<file path="config.mk">
export PLATFORM = sky130hd
export DESIGN_NAME = pipe_scroller_flat
export DESIGN_NICKNAME = d
export VERILOG_FILES = /design/src/rtl/pipe_scroller_if.sv /design/src/rtl/pipe_scroller.sv /design/src/flat_wrapper.sv
export SDC_FILE = /design/constraint.sdc
export NUM_CORES = 1
export LEC_CHECK = 0
export CAP_MARGIN = 20
export CORE_UTILIZATION = 35
export DETAILED_ROUTE_END_ITERATION = 8
export PLACE_DENSITY_LB_ADDON = 0.12
export SLEW_MARGIN = 0
export SYNTH_ARGS = -nofsm -noshare
export SYNTH_HDL_FRONTEND = slang
export SYNTH_SLANG_ARGS = --single-unit
export TNS_END_PERCENT = 100
</file>
<file path="constraint.sdc">
create_clock -name clk_100MHz -period 5.38 [get_ports clk_100MHz]
set_input_delay 1.614 -clock clk_100MHz [delete_from_list [all_inputs] [get_ports clk_100MHz]]
set_output_delay 1.614 -clock clk_100MHz [all_outputs]
set_load 0.02 [all_outputs]
</file>
<file path="src/rtl/pipe_scroller_if.sv">
// Control inputs and world-state outputs of the pipe scroller.
interface pipe_scroller_if;
  logic        tick;
  logic        run;
  logic [2:0]  speed;
  logic [49:0] X_Edge_L;
  logic [49:0] X_Edge_R;
  logic [49:0] Y_Edge_Top;
  logic [49:0] Y_Edge_Bottom;
  logic [49:0] X_Coin_L;
  logic [49:0] X_Coin_R;
  logic [49:0] Y_Coin;
  logic        shift_Coin;
  logic        score_pulse;
  logic [15:0] lfsr_out;

  modport master (
    output tick, run, speed,
    input  X_Edge_L, X_Edge_R, Y_Edge_Top, Y_Edge_Bottom,
    input  X_Coin_L, X_Coin_R, Y_Coin, shift_Coin, score_pulse, lfsr_out
  );

  modport slave (
    input  tick, run, speed,
    output X_Edge_L, X_Edge_R, Y_Edge_Top, Y_Edge_Bottom,
    output X_Coin_L, X_Coin_R, Y_Coin, shift_Coin, score_pulse, lfsr_out
  );
endinterface

</file>
<file path="src/rtl/pipe_scroller.sv">
// Five-slot pipe world generator: scrolls pipes leftwards, recycles the slot
// that leaves the field to behind the rightmost one with a pseudo-random gap,
// and publishes clamped pipe/coin coordinates plus recycle/score pulses.
module pipe_scroller #(
  parameter int unsigned SCREEN_L = 155,
  parameter int unsigned SCREEN_R = 485,
  parameter int unsigned PIPE_W   = 40,
  parameter int unsigned SPACING  = 80,
  parameter int unsigned GAP_H    = 120,
  parameter int unsigned GAP_MIN  = 60,
  parameter int unsigned COIN_W   = 20,
  parameter int unsigned BIRD_X_L = 200,
  parameter logic [15:0] SEED     = 16'hACE1
) (
  input logic            clk_100MHz,
  input logic            rst,
  pipe_scroller_if.slave bus
);

  localparam int unsigned NSLOT = 5;
  localparam logic [10:0] L_C      = 11'(SCREEN_L);
  localparam logic [10:0] R_M1     = 11'(SCREEN_R - 1);
  localparam logic [10:0] W_M1     = 11'(PIPE_W - 1);
  localparam logic [10:0] SPC_C    = 11'(SPACING);
  localparam logic [10:0] BIRD_C   = 11'(BIRD_X_L);
  localparam logic [10:0] COIN_OFS = 11'((PIPE_W - COIN_W) / 2);
  localparam logic [10:0] COIN_M1  = 11'(COIN_W - 1);
  localparam logic [9:0]  GAP_C    = 10'(GAP_H);
  localparam logic [9:0]  GMIN_C   = 10'(GAP_MIN);
  localparam logic [9:0]  YCOIN_C  = 10'((GAP_H - COIN_W) / 2);
  localparam logic [9:0]  YT_RST   = 10'd180;

  logic [10:0] xl_q [NSLOT];
  logic [10:0] xl_d [NSLOT];
  logic [9:0]  yt_q [NSLOT];
  logic [9:0]  yt_d [NSLOT];
  logic [10:0] xr_c [NSLOT];
  logic [2:0]  rm_q, rm_d;
  logic [15:0] lfsr_q, lfsr_d;
  logic        shift_q, shift_d;
  logic        score_q, score_d;
  logic [10:0] spd;
  logic [10:0] xl_rm;
  logic        recycled;

  logic [49:0] xel, xer, yet, yeb, xcl, xcr, yc;

  function automatic logic [9:0] clamp_l(input logic [10:0] v);
    return (v < L_C) ? L_C[9:0] : v[9:0];
  endfunction

  function automatic logic [9:0] clamp_r(input logic [10:0] v);
    return (v > R_M1) ? R_M1[9:0] : v[9:0];
  endfunction

  // Raw right edges and the rightmost slot's left edge, from current state.
  always_comb begin
    xl_rm = '0;
    for (int unsigned i = 0; i < NSLOT; i++) begin
      xr_c[i] = xl_q[i] + W_M1;
      if (rm_q == 3'(i)) xl_rm = xl_q[i];
    end
  end

  // Next-state: LFSR advance, per-slot move/recycle and pulse generation.
  // Recycle and score tests use pre-move edges; the first recycling slot
  // wins, which is the only one possible while SPACING exceeds the max speed.
  always_comb begin
    spd      = {8'b0, bus.speed};
    lfsr_d   = {lfsr_q[0] ^ lfsr_q[2] ^ lfsr_q[3] ^ lfsr_q[5], lfsr_q[15:1]};
    xl_d     = xl_q;
    yt_d     = yt_q;
    rm_d     = rm_q;
    shift_d  = 1'b0;
    score_d  = 1'b0;
    recycled = 1'b0;
    if (bus.tick && bus.run) begin
      for (int unsigned i = 0; i < NSLOT; i++) begin
        if (!recycled && (xr_c[i] < L_C + spd)) begin
          xl_d[i]  = xl_rm - spd + SPC_C;
          yt_d[i]  = GMIN_C + {2'b0, lfsr_q[7:0]};
          rm_d     = 3'(i);
          shift_d  = 1'b1;
          recycled = 1'b1;
        end else begin
          xl_d[i] = xl_q[i] - spd;
        end
        if ((xr_c[i] >= BIRD_C) && (xr_c[i] < BIRD_C + spd)) score_d = 1'b1;
      end
    end
  end

  // State register with synchronous reset to the initial pipe layout.
  always_ff @(posedge clk_100MHz) begin
    if (rst) begin
      for (int unsigned i = 0; i < NSLOT; i++) begin
        xl_q[i] <= 11'(SCREEN_R + i * SPACING);
        yt_q[i] <= YT_RST;
      end
      rm_q    <= 3'd4;
      lfsr_q  <= SEED;
      shift_q <= 1'b0;
      score_q <= 1'b0;
    end else begin
      xl_q    <= xl_d;
      yt_q    <= yt_d;
      rm_q    <= rm_d;
      lfsr_q  <= lfsr_d;
      shift_q <= shift_d;
      score_q <= score_d;
    end
  end

  // Clamped draw coordinates, packed 10 bits per slot.
  always_comb begin
    xel = '0; xer = '0; yet = '0; yeb = '0; xcl = '0; xcr = '0; yc = '0;
    for (int unsigned i = 0; i < NSLOT; i++) begin
      xel[10*i +: 10] = clamp_l(xl_q[i]);
      xer[10*i +: 10] = clamp_r(xr_c[i]);
      yet[10*i +: 10] = yt_q[i];
      yeb[10*i +: 10] = yt_q[i] + GAP_C;
      xcl[10*i +: 10] = clamp_l(xl_q[i] + COIN_OFS);
      xcr[10*i +: 10] = clamp_r(xl_q[i] + COIN_OFS + COIN_M1);
      yc[10*i +: 10]  = yt_q[i] + YCOIN_C;
    end
  end

  assign bus.X_Edge_L      = xel;
  assign bus.X_Edge_R      = xer;
  assign bus.Y_Edge_Top    = yet;
  assign bus.Y_Edge_Bottom = yeb;
  assign bus.X_Coin_L      = xcl;
  assign bus.X_Coin_R      = xcr;
  assign bus.Y_Coin        = yc;
  assign bus.shift_Coin    = shift_q;
  assign bus.score_pulse   = score_q;
  assign bus.lfsr_out      = lfsr_q;

endmodule

</file>
<file path="src/flat_wrapper.sv">
// flat-port wrapper written by rule: the top's interface ports become plain ports
module pipe_scroller_flat 
#(
  parameter int unsigned SCREEN_L = 155,
  parameter int unsigned SCREEN_R = 485,
  parameter int unsigned PIPE_W   = 40,
  parameter int unsigned SPACING  = 80,
  parameter int unsigned GAP_H    = 120,
  parameter int unsigned GAP_MIN  = 60,
  parameter int unsigned COIN_W   = 20,
  parameter int unsigned BIRD_X_L = 200,
  parameter logic [15:0] SEED     = 16'hACE1
)
  (clk_100MHz, rst, bus_tick, bus_run, bus_speed, bus_X_Edge_L, bus_X_Edge_R, bus_Y_Edge_Top, bus_Y_Edge_Bottom, bus_X_Coin_L, bus_X_Coin_R, bus_Y_Coin, bus_shift_Coin, bus_score_pulse, bus_lfsr_out);
  pipe_scroller_if bus_i ();
  input logic clk_100MHz;
  input logic rst;
  input wire logic [$bits(bus_i.tick)-1:0] bus_tick;
  input wire logic [$bits(bus_i.run)-1:0] bus_run;
  input wire logic [$bits(bus_i.speed)-1:0] bus_speed;
  output wire logic [$bits(bus_i.X_Edge_L)-1:0] bus_X_Edge_L;
  output wire logic [$bits(bus_i.X_Edge_R)-1:0] bus_X_Edge_R;
  output wire logic [$bits(bus_i.Y_Edge_Top)-1:0] bus_Y_Edge_Top;
  output wire logic [$bits(bus_i.Y_Edge_Bottom)-1:0] bus_Y_Edge_Bottom;
  output wire logic [$bits(bus_i.X_Coin_L)-1:0] bus_X_Coin_L;
  output wire logic [$bits(bus_i.X_Coin_R)-1:0] bus_X_Coin_R;
  output wire logic [$bits(bus_i.Y_Coin)-1:0] bus_Y_Coin;
  output wire logic [$bits(bus_i.shift_Coin)-1:0] bus_shift_Coin;
  output wire logic [$bits(bus_i.score_pulse)-1:0] bus_score_pulse;
  output wire logic [$bits(bus_i.lfsr_out)-1:0] bus_lfsr_out;
  assign bus_i.tick = bus_tick;
  assign bus_i.run = bus_run;
  assign bus_i.speed = bus_speed;
  assign bus_X_Edge_L = bus_i.X_Edge_L;
  assign bus_X_Edge_R = bus_i.X_Edge_R;
  assign bus_Y_Edge_Top = bus_i.Y_Edge_Top;
  assign bus_Y_Edge_Bottom = bus_i.Y_Edge_Bottom;
  assign bus_X_Coin_L = bus_i.X_Coin_L;
  assign bus_X_Coin_R = bus_i.X_Coin_R;
  assign bus_Y_Coin = bus_i.Y_Coin;
  assign bus_shift_Coin = bus_i.shift_Coin;
  assign bus_score_pulse = bus_i.score_pulse;
  assign bus_lfsr_out = bus_i.lfsr_out;
  pipe_scroller #(.SCREEN_L(SCREEN_L), .SCREEN_R(SCREEN_R), .PIPE_W(PIPE_W), .SPACING(SPACING), .GAP_H(GAP_H), .GAP_MIN(GAP_MIN), .COIN_W(COIN_W), .BIRD_X_L(BIRD_X_L), .SEED(SEED)) u_core (.clk_100MHz(clk_100MHz), .rst(rst), .bus(bus_i));
endmodule
</file>
Yosys cells after proc, flatten, opt, wreduce, memory -nomap -nowiden
Cells that the tools add are included.
{"block": "classes", "add_sub_neg": 35, "n_mux": 52, "magnitude_cmp": 35, "n_eq_ne": 4, "reduce_logical": 23, "bitwise": 4}
{"op": "$mux 10", "n": 20}
{"op": "$gt 11x9->1 const B", "n": 10}
{"op": "$lt 11x11->1", "n": 10}
{"op": "$lt 11x8->1 const B", "n": 10}
{"op": "$mux 11", "n": 10}
{"op": "$sub 11x3->11", "n": 6}
{"op": "$add 11x4->11 const B", "n": 5}
{"op": "$add 11x5->11 const B", "n": 5}
{"op": "$add 11x6->11 const B", "n": 5}
{"op": "$ge 11x8->1 const B", "n": 5}
{"op": "$add 10x6->10 const B", "n": 5}
{"op": "$add 10x7->10 const B", "n": 5}
{"op": "$add 8x3->9 const A", "n": 2}
{"op": "$mux 1", "n": 17}
{"op": "$mux 3", "n": 5}
{"op": "$reduce_and 2->1", "n": 6}
{"op": "$add 11x7->11 const B", "n": 1}
{"op": "$logic_and 1x1->1", "n": 10}
{"op": "$add 6x8->9 const A", "n": 1}
{"op": "$eq 3x2->1 const B", "n": 2}
{"op": "$reduce_bool 5->1", "n": 1}
{"op": "$logic_not 1->1", "n": 4}
{"op": "$eq 3x1->1 const B", "n": 1}
{"op": "$eq 3x3->1 const B", "n": 1}
{"op": "4 further kinds", "n": 6}
{"block": "word_totals", "word_cells": 167, "inputBits": 7, "reg_bits": 126, "output_inout_bits": 368}

Depth between registers and ports, before layout
{"block": "logic_depth", "depth_word": 20, "depth_mapped": 17, "depth_no_buf": 15}

Worst setup path after synthesis
No wires, ideal clock.
{"block": "synth_timing", "kind": "register to output", "start": "register u_core.xl_q[23] (netlist name)", "end": "output bus_X_Coin_R[23]", "path_stages_with_launch": 11, "n_path_buf": 0, "t_arrival_ps": 2979, "required_ps": 3766, "slack_ps": 787, "cell_sequence": "dfxtp_1 -> inv_1 -> ha_1 -> nor2b_1 -> nand2_1 -> a21oi_1 -> or3b_2 -> xor2_1 -> o21ai_2 -> o31ai_1 -> nor3b_1"}
{"block": "synth_via", "elab_chain_len": 4}
{"element": "start: declaration", "line": "pipe_scroller.sv:33", "text": "logic [10:0] xl_q [NSLOT];"}
{"element": "start signal: indexed assignment", "line": "pipe_scroller.sv:97", "text": "xl_q[i] <= 11'(SCREEN_R + i * SPACING);"}
{"element": "start signal: assignment", "line": "pipe_scroller.sv:105", "text": "xl_q <= xl_d;"}
{"element": "$add 11x4->11 (*)", "line": "pipe_scroller.sv:123", "text": "xcr[10*i +: 10] = clamp_r(xl_q[i] + COIN_OFS + COIN_M1);"}
{"element": "$add 11x5->11 (*)", "line": "pipe_scroller.sv:123"}
{"element": "$gt 11x9->1", "line": "pipe_scroller.sv:53", "text": "return (v > R_M1) ? R_M1[9:0] : v[9:0];"}
{"element": "$mux 10 (*)", "line": "pipe_scroller.sv:53"}
{"element": "end: declaration", "line": "flat_wrapper.sv:26", "text": "output wire logic [$bits(bus_i.X_Coin_R)-1:0] bus_X_Coin_R;"}
Mark *: on every way between the ends. The rest lies on a longest branch, timed or not.

Worst setup path in the final report
{"block": "layout_timing", "start": "register u_core.xl_q[23] (netlist name)", "end": "output bus_X_Coin_R[28]"}
The elaborated chain is that of the path after synthesis.

==> results.sh <==
export IMPL_holdCritStartpoint="u_core.bus.lfsr_out[8]"
export IMPL_dp_cells=2702
export IMPL_tightest_slew_ps=882
export IMPL_grt_pass1_vias=13900
export IMPL_synth_compound_area_frac=0.194
export IMPL_fin_area_um2=19000
export IMPL_drive_gt1_frac=0.121
export IMPL_r2r_start="u_core.rm_q[1]"
export IMPL_grtUsageMet2=0.402
export IMPL_maxCapViolations=0
export IMPL_post_synth_num_cell_types=97
export IMPL_syn_area_um2=14100
export IMPL_yosys_top_cells_count="nand2_1 (197), nor2_1 (147), ha_1 (129), dfxtp_1 (121), xnor2_1 (101)"
export IMPL_setup_viol=0
export IMPL_drc=0
export IMPL_synth_top_cell_by_area="dfxtp_1"
export IMPL_status="finished, final reports clean"
export IMPL_synth_avg_cell_area_um2=7.42
export IMPL_dieArea_um2=41100
export IMPL_die_w_um=203
export IMPL_timing_hold_worst_endpoint="u_core.bus.lfsr_out[7]"
export IMPL_rows=73
export IMPL_drt_iter0_markers=1230
export IMPL_path_class="register to primary output"
export IMPL_worst_path_max_fanout=9
export IMPL_grt_max_degree=66
export IMPL_critical_path_endpoint_type="primary output"
export IMPL_die_h_um=203
export IMPL_vias=14900
export IMPL_grt_util_all_layers=0.251
export IMPL_synth_simple_gate_area_frac=0.258
export IMPL_fin_crit_ps=5220
export IMPL_grtUsageMet3=0.0321
export IMPL_fin_hold_ws_ps=443
export IMPL_wl_per_cell_um=19.4
export IMPL_synth_adder_area_share=0.125
export IMPL_fin_tns_setup_ps=0
export IMPL_hold_viol_final=0
export IMPL_start_util=0.355
export IMPL_dp_hpwl_um=41500
export IMPL_cp_required_ps=3770
export IMPL_area_delta_synth_final_pct=34.7
export IMPL_port_buffers=359
export IMPL_synth_xor_area_share=0.117
export IMPL_cts_buffers=17
export IMPL_p_leak_uw=0.00779
export IMPL_crit_arrival_ps=3600
export IMPL_synth_top_family_by_area="simple AND/OR/NAND/NOR gates"
export IMPL_cts_hold_buf=0
export IMPL_synth_most_common_cell="nand2_1"
export IMPL_grt_pass1_wl_um=81600
export IMPL_p_per_area_nw_per_um2=281
export IMPL_detail_route_antenna_nets=0
export IMPL_period_share=0.970
export IMPL_nFillCells=3974
export IMPL_hold_path_class="register to register"
export IMPL_nets=2341
export IMPL_root_buffer="clkbuf_16"
export IMPL_peakVddDrop_mv=0.275
export IMPL_gp_congestion=0.985
export IMPL_fin_cells=2738
export IMPL_core_region_area_um2=39700
export IMPL_holdPathStages=1
export IMPL_synth_seq_cells=121
export IMPL_use_met1=0.354
export IMPL_async_reset_ff_frac=0
export IMPL_fmax_ghz=0.192
export IMPL_ys_seq_area_frac=0.172
export IMPL_synth_flop_cell="dfxtp_1"
export IMPL_busiest_layer="met2"
export IMPL_synth_top_area_share=0.172
export IMPL_clkSinkCount=121
export IMPL_rrSetupSlack_ps=1170
export IMPL_clk_latency_ps=430
export IMPL_slew_headroom=0.410
export IMPL_cts_max_level=4
export IMPL_overflow=0
export IMPL_synth_edff_count=0
export IMPL_clk_transition_reported_paths_ps=70
export IMPL_clock_skew_ps=12.1
export IMPL_r2r_end="u_core.xl_q[9]"
export IMPL_syn_inst=1898
export IMPL_cp_start_kind="register"
export IMPL_antenna_found_initial=1
export IMPL_drv_slew=0
export IMPL_ys_top_cells_by_area="dfxtp_1 (17%), ha_1 (11%), xnor2_1 (6.3%)"
export IMPL_clk_path_buf_depth=2
export IMPL_dpl_instance_area_um2=18200
export IMPL_rr_worst_depth=14
export IMPL_yosysWarnings=0
export IMPL_rsz0062_at_grt="no"
export IMPL_io_pins=375
export IMPL_detail_route_vias_per_cell=5.44
export IMPL_multiInputGateArea_um2=10500
export IMPL_seq_area_um2=2450
export IMPL_drt_pass1_iter_count=5
export IMPL_cts_tree="done"
export IMPL_drt_total_wl_um=53200
export IMPL_synthMuxAreaShare=0.0374
worst max path at each step:
stage / startpoint / endpoint / slack, ps / cells after the start
after global placement: u_core.xl_q[12] / bus_X_Coin_R[33] / 120 / 11
final: u_core.xl_q[23] / bus_X_Coin_R[28] / 160 / 11
after CTS: u_core.xl_q[23] / bus_X_Coin_R[24] / 20 / 11
after floorplan: u_core.xl_q[23] / bus_X_Coin_R[23] / 790 / 10
after detailed placement: u_core.xl_q[12] / bus_X_Coin_R[33] / 50 / 11
after global routing: u_core.xl_q[12] / bus_X_Coin_R[34] / 7 / 11
per-layer routing:
metal	wire length [um]	part of all wire	up-vias
li1	-	-	7150
met1	24700	0.46	7101
met2	24000	0.45	594
met3	3640	0.068	49
met4	862	0.016	0
met5	0	0	-
report_power, final:
group          internal [uW]  total (uW)  switching, uW  leakage, uW
sequential               962        1120            162     0.000988
combinational           1270        3080           1810      0.00653
clock                    643        1130            485     0.000271
total                   2880        5330           2460      0.00779
logic make-up (layout without fill, tap and decap cells):
family	count (synthesis)	count (layout)
other	1	16
XOR/XNOR	189	189
adder cells (fa/ha/maj)	138	138
multiplexers	40	40
AO/OA/AOI/OAI	394	394
buffers and inverters	291	591
AND/OR/NAND/NOR	724	724
flip-flops	121	121
registers in the layout, indices dropped and copies added (netlist names):
register / flops
u_core.xl_q: 55
u_core.bus.Y_Edge_Top: 45
u_core.bus.lfsr_out: 16
u_core.rm_q: 3
u_core.bus.score_pulse: 1
u_core.bus.shift_Coin: 1
cells in the final DEF, fill, tap and decap left out, types with 85 or more instances in the layout:
cell type          n
clkdlybuf4s50_1  341
nand2_1          196
nor2_1           144
ha_1             127
dfxtp_1          108
xnor2_1          100
inv_1             99
buf_4             98
a21oi_1           89
xor2_1            85
metrics by stage:
stage                      util  setup slack (ps)  power (uW)
final                     0.478               164        5330
after global routing      0.478              6.86        5610
after CTS                 0.473              20.7        5270
after detailed placement  0.457              53.4        4110
after global placement    0.457               122        4120
after floorplan               -               787        2920
what timing repair did:
| item | CTS | global route |
|---|---|---|
| gates resized for setup | 17 | 49 |
| endpoints found under the setup margin | 33 | 35 |
| pin swaps | 1 | 2 |
| setup buffers | 1 | 2 |
worst max-delay path, cell delays in order, from the launching register on:
cell and delay [ps]:
dfxtp_2 450, inv_1 90, ha_1 300, nor2b_1 240, nand2_1 120, a21oi_1 230
or3b_2 510, xor2_1 170, o21ai_2 230, o31a_1 220, nand2_1 70, clkdlybuf4s50_1 540
layout make-up:
class | count | area share
clock buffer | 17 | 0.0224
antenna | 1 | 0.000132
timing repair buffer | 458 | 0.231
multi-input combinational | 1500 | 0.556
inverter | 101 | 0.0200
sequential | 121 | 0.129
clock inverter | 15 | 0.00745
tap | 525 | 0.0346
(Power assumes the default switching activity.)
